### src/rtl/seq_pattern_pkg.sv
// Shared encodings for the step-pattern controller: pattern modes, FSM states
// and the ODD4 break points where the step size changes.
package seq_pattern_pkg;

    typedef enum logic [1:0] {
        MODE_SEQ  = 2'd0,
        MODE_EVN  = 2'd1,
        MODE_ODD  = 2'd2,
        MODE_ODD4 = 2'd3
    } mode_e;

    typedef enum logic [1:0] {
        ST_IDLE = 2'd0,
        ST_RUN  = 2'd1,
        ST_DONE = 2'd2
    } state_e;

    localparam int ODD4_BREAK_LO = 7;
    localparam int ODD4_BREAK_HI = 8;

endpackage

### src/rtl/seq_base_step.sv
// Combinational next-base computation for the outer base register. The result
// is one bit wider than the base so an overshoot past the top never wraps.
module seq_base_step
    import seq_pattern_pkg::*;
#(
    parameter int WIDTH = 4
) (
    input  mode_e              mode,
    input  logic [WIDTH-1:0]   base,
    output logic [WIDTH:0]     next_base
);

    logic [1:0] step;

    always_comb begin
        step = 2'd2;
        case (mode)
            MODE_SEQ:  step = 2'd1;
            MODE_EVN:  step = 2'd2;
            MODE_ODD:  step = (base == '0) ? 2'd1 : 2'd2;
            MODE_ODD4: begin
                if (base == '0 || int'(base) == ODD4_BREAK_LO)
                    step = 2'd1;
                else if (int'(base) == ODD4_BREAK_HI)
                    step = 2'd3;
                else
                    step = 2'd2;
            end
            default:   step = 2'd2;
        endcase
    end

    assign next_base = {1'b0, base} + {{(WIDTH-1){1'b0}}, step};

endmodule

### src/rtl/seq_pattern_ctrl.sv
// Runtime-configurable sequencer for the base/sweep pattern stream with
// start/stop control, a valid/ready output handshake and pass counting.
module seq_pattern_ctrl
    import seq_pattern_pkg::*;
#(
    parameter int WIDTH = 4,
    parameter int PW    = 4
) (
    input  logic             clk,
    input  logic             rst,
    input  logic             start,
    input  logic             stop,
    input  logic [1:0]       mode,
    input  logic [WIDTH-1:0] limit,
    input  logic [PW-1:0]    passes,
    input  logic             ready,
    output logic [WIDTH-1:0] seq_out,
    output logic             seq_valid,
    output logic             busy,
    output logic             done,
    output logic [PW-1:0]    pass_cnt
);

    state_e           state_q;
    mode_e            mode_q;
    logic [WIDTH-1:0] limit_q;
    logic [PW-1:0]    passes_q;
    logic [WIDTH-1:0] base_q;
    logic [WIDTH-1:0] count_q;
    logic [PW-1:0]    pass_cnt_q;

    logic [WIDTH:0]   base_d;
    logic [PW-1:0]    pass_cnt_d;

    seq_base_step #(.WIDTH(WIDTH)) u_step (
        .mode      (mode_q),
        .base      (base_q),
        .next_base (base_d)
    );

    assign pass_cnt_d = pass_cnt_q + 1'b1;

    // Stop has priority over everything in RUN, including an accepted beat.
    always_ff @(posedge clk or posedge rst) begin
        if (rst) begin
            state_q    <= ST_IDLE;
            mode_q     <= MODE_SEQ;
            limit_q    <= '0;
            passes_q   <= '0;
            base_q     <= '0;
            count_q    <= '0;
            pass_cnt_q <= '0;
        end else begin
            case (state_q)
                ST_IDLE: begin
                    if (start && !stop) begin
                        mode_q     <= mode_e'(mode);
                        limit_q    <= limit;
                        passes_q   <= passes;
                        base_q     <= '0;
                        count_q    <= '0;
                        pass_cnt_q <= '0;
                        state_q    <= ST_RUN;
                    end
                end
                ST_RUN: begin
                    if (stop) begin
                        state_q <= ST_IDLE;
                    end else if (ready) begin
                        if (count_q < limit_q) begin
                            count_q <= count_q + 1'b1;
                        end else if (base_d <= {1'b0, limit_q}) begin
                            base_q  <= base_d[WIDTH-1:0];
                            count_q <= base_d[WIDTH-1:0];
                        end else begin
                            pass_cnt_q <= pass_cnt_d;
                            if (passes_q != '0 && pass_cnt_d == passes_q) begin
                                state_q <= ST_DONE;
                            end else begin
                                base_q  <= '0;
                                count_q <= '0;
                            end
                        end
                    end
                end
                ST_DONE: state_q <= ST_IDLE;
                default: state_q <= ST_IDLE;
            endcase
        end
    end

    assign busy      = (state_q == ST_RUN);
    assign seq_valid = (state_q == ST_RUN);
    assign done      = (state_q == ST_DONE);
    assign seq_out   = (state_q == ST_RUN) ? count_q : '0;
    assign pass_cnt  = pass_cnt_q;

endmodule

### config.mk
export PLATFORM = sky130hd
export DESIGN_NAME = seq_pattern_ctrl
export DESIGN_NICKNAME = d
export VERILOG_FILES = /design/src/rtl/seq_pattern_pkg.sv /design/src/rtl/seq_base_step.sv /design/src/rtl/seq_pattern_ctrl.sv
export SDC_FILE = /design/constraint.sdc
export NUM_CORES = 1
export LEC_CHECK = 0
export CORE_MARGIN = 2
export CORE_UTILIZATION = 48
export DETAILED_ROUTE_END_ITERATION = 16
export PLACE_DENSITY = 0.8
export SLEW_MARGIN = 10
export SYNTH_ARGS = -nofsm -noshare
export SYNTH_HDL_FRONTEND = slang
export SYNTH_SLANG_ARGS = --single-unit
export TNS_END_PERCENT = 30
### constraint.sdc
create_clock -name clk -period 3 [get_ports clk]
set_input_delay 0.3 -clock clk [delete_from_list [all_inputs] [get_ports clk]]
set_output_delay 0.3 -clock clk [all_outputs]
set_load 0.1 [all_outputs]
==> flow_summary.json <==
{
  "status": "finished, violations left",
  "violations": "negative setup slack",
  "grt_pass1_vias": 1486,
  "fmax_mhz": 305,
  "p_per_area_nw_per_um2": 653,
  "tightest_slew_ns": 0.928,
  "register_area_um2": 603,
  "crit_arrival_ns": 3.51,
  "min_path_type": "input port to asynchronous set/reset pin",
  "io_pins": 26,
  "maxSlewViolCount": 0,
  "cap_violations": 0,
  "insertion_delay_ns": 0.32,
  "core_um2": 3310,
  "final_nets": 229,
  "synthToLayoutAreaGrowth_pct": 32.8,
  "crit_required_ns": 3.23,
  "cts_buffer_depth": 2,
  "seq_area_frac_synth": 0.368,
  "whs_ns": 0.462,
  "cp-start-kind": "register",
  "post-route-drc-count": 0,
  "finalPower_w": 0.00142,
  "htreeDepth": 1,
  "ys.flop_type": "dfrtp_1",
  "drive_gt1_frac": 0.353,
  "numPortBuffers": 25,
  "netlist_area_um2": 1630,
  "synth_edf_count": 0,
  "wire_per_inst_um": 16.4,
  "fin_setup_tns_ns": -2.65,
  "layout_commonest_cell": "buf_4",
  "cts_tree": "yes",
  "leakage_nw": 0.947,
  "cts_buffers": 3,
  "grt_setup_unrepaired": "true",
  "grt_pass1_wl_um": 6800,
  "met3_usage": 0.0417,
  "place.gp.congestion": 0.870,
  "fin_crit_ns": 3.28,
  "syn-instance-count": 163,
  "fp.dieW_um": 62.3,
  "row_count": 21,
  "routed_wl_um": 4060,
  "mostFrequentLayoutCells": "26 x buf_4, 22 x dfrtp_1, 14 x clkdlybuf4s50_1",
  "endpoint_kind": "register",
  "hpwlAfterDp_um": 3060,
  "gr-usage-all-layers": 0.224,
  "worst_slack_ns": -0.280,
  "first_iter_violations": 45,
  "grt-ovfl-total": 0,
  "ant_nets": 0,
  "path_class": "register to register",
  "grt_max_degree": 25,
  "grtUsageMet1": 0.251,
  "synth_nets": 190,
  "ir_worst_vdd_v": 0.000313,
  "crit_start": "base_q[1]$_DFFE_PP0P_",
  "clkSlewWorstSetupHoldPaths_ns": 0.13,
  "drt_pass1_iterations": 4,
  "via_per_inst": 5.66,
  "diodes": 0,
  "vias": 1399,
  "relSlewSlack": 0.381,
  "nFillCells": 282,
  "hold_viol_final": 0,
  "cts-root-buf": "clkbuf_4",
  "multi_input_area_um2": 1100,
  "synth-seq-cells": 24,
  "yosysWarnings": 0,
  "antenna_found_initial": 0,
  "finClkSkew_ns": 0.00264,
  "finalCritPeriodShare": 1.09,
  "synthArstFlopShare": 1.00,
  "cts.sinks": 24,
  "die-height_um": 62.3,
  "setup_violations": 14,
  "r2r-start": "base_q[1]$_DFFE_PP0P_",
  "ys_types": 54,
  "path_max_fanout": 5,
  "initial_core_util": 0.493,
  "synth.avg_cell_area_um2": 10.0,
  "met2_usage": 0.423,
  "design.die.area_um2": 3880,
  "grt.busiest_layer": "met2"
}
-- cells by family after synthesis --
| kind of cell | share of synthesized area |
|---|---|
| buffers and inverters | 0.0429 |
| muxes | 0.0590 |
| xor gates and xnor gates | 0.0375 |
| DFF | 0.368 |
| adders and majority gates | 0.0966 |
| AOI/OAI and AO/OA | 0.207 |
| and+or+nand+nor | 0.189 |
-- worst paths after layout --
check,to,slack (ns),cells past startpoint
min in group clk,limit_q[2]$_DFFE_PP0P_,0.53,3
hold reg to reg,passes_q[3]$_DFFE_PP0P_,0.57,1
setup reg to reg,count_q[1]$_DFFE_PP0P_,-0.28,12
setup / recovery,count_q[1]$_DFFE_PP0P_,-0.28,12
hold / removal,passes_q[1]$_DFFE_PP0P_,0.46,2
max in group asynchronous,base_q[0]$_DFFE_PP0P_,1.92,2
-- per-stage QoR --
stage / worst slack, ns / util / instances / area, µm²
after floorplan: -0.182 / - / 163 / 1650
after global placement: -0.165 / 0.599 / 241 / 1980
after detailed placement: -0.323 / 0.599 / 241 / 1980
after CTS: -0.313 / 0.618 / 245 / 2050
after global routing: -0.402 / 0.655 / 247 / 2170
final: -0.280 / 0.655 / 247 / 2170
-- synth_stat cells (all sizes together) (3+ instances only) --
| cell | number | area [µm²] |
|---|---|---|
| nand3 | 7 | 40.0 |
| a22o | 3 | 26.3 |
| a31oi | 6 | 43.8 |
| and2 | 5 | 31.3 |
| ha | 11 | 138 |
| buf | 4 | 25.0 |
| mux2 | 7 | 82.6 |
| xor2 | 3 | 26.3 |
| inv | 10 | 37.5 |
| nor3 | 8 | 61.3 |
| dfrtp | 24 | 601 |
| o21ai | 13 | 68.8 |
| nand2 | 10 | 37.5 |
| nand4 | 3 | 18.8 |
| a21oi | 5 | 25.0 |
| nor2 | 7 | 28.8 |
| nor2b | 3 | 18.8 |
| xnor2 | 4 | 35.0 |
| a21o | 3 | 22.5 |
-- critical path, cell delays in order, from the launching register on --
cell and delay [ns]:
dfrtp_1 0.46, nor4_4 0.34, a31oi_4 0.05, o221ai_2 0.15, ha_2 0.22, fa_2 0.47
ha_4 0.30, nor2b_4 0.12, o211ai_1 0.13, a21o_1 0.25, nor3_4 0.21, a31oi_2 0.15
mux2_4 0.32
-- cell type report --
type                    count  share of cell area
well taps                  46              0.0265
repair buffers             40               0.155
inverters                  10              0.0173
clock buffers               4              0.0167
multi-input cells         123               0.507
flip-flops and latches     24               0.278
-- per-layer routing --
metal | share of wire | wire, µm
met5 | 0 | 0
met4 | 0.018 | 73
met3 | 0.030 | 121
met2 | 0.54 | 2190
met1 | 0.41 | 1670
-- power by group --
group | total (W) | internal [W] | leakage, nW | switching (W)
logic | 0.000794 | 0.000354 | 0.618 | 0.000440
clock network | 0.000177 | 0.0000743 | 0.0210 | 0.000103
registers | 0.000445 | 0.000376 | 0.308 | 0.0000695
total | 0.00142 | 0.000804 | 0.947 | 0.000613
-- repair_timing --
item,in CTS,in global routing
setup endpoints to repair,14,14
gates resized for setup,4,18
buffers inserted,0,2
pin swaps,11,10
hold buffers,0,0
-- state kept, by name, indices dropped and copies added, names as in the netlist --
register / count
count_q: 4
state_q: 2
mode_q: 2
base_q: 4
passes_q: 4
limit_q: 4
pass_cnt: 4
Power figures use the tool's default switching activity.
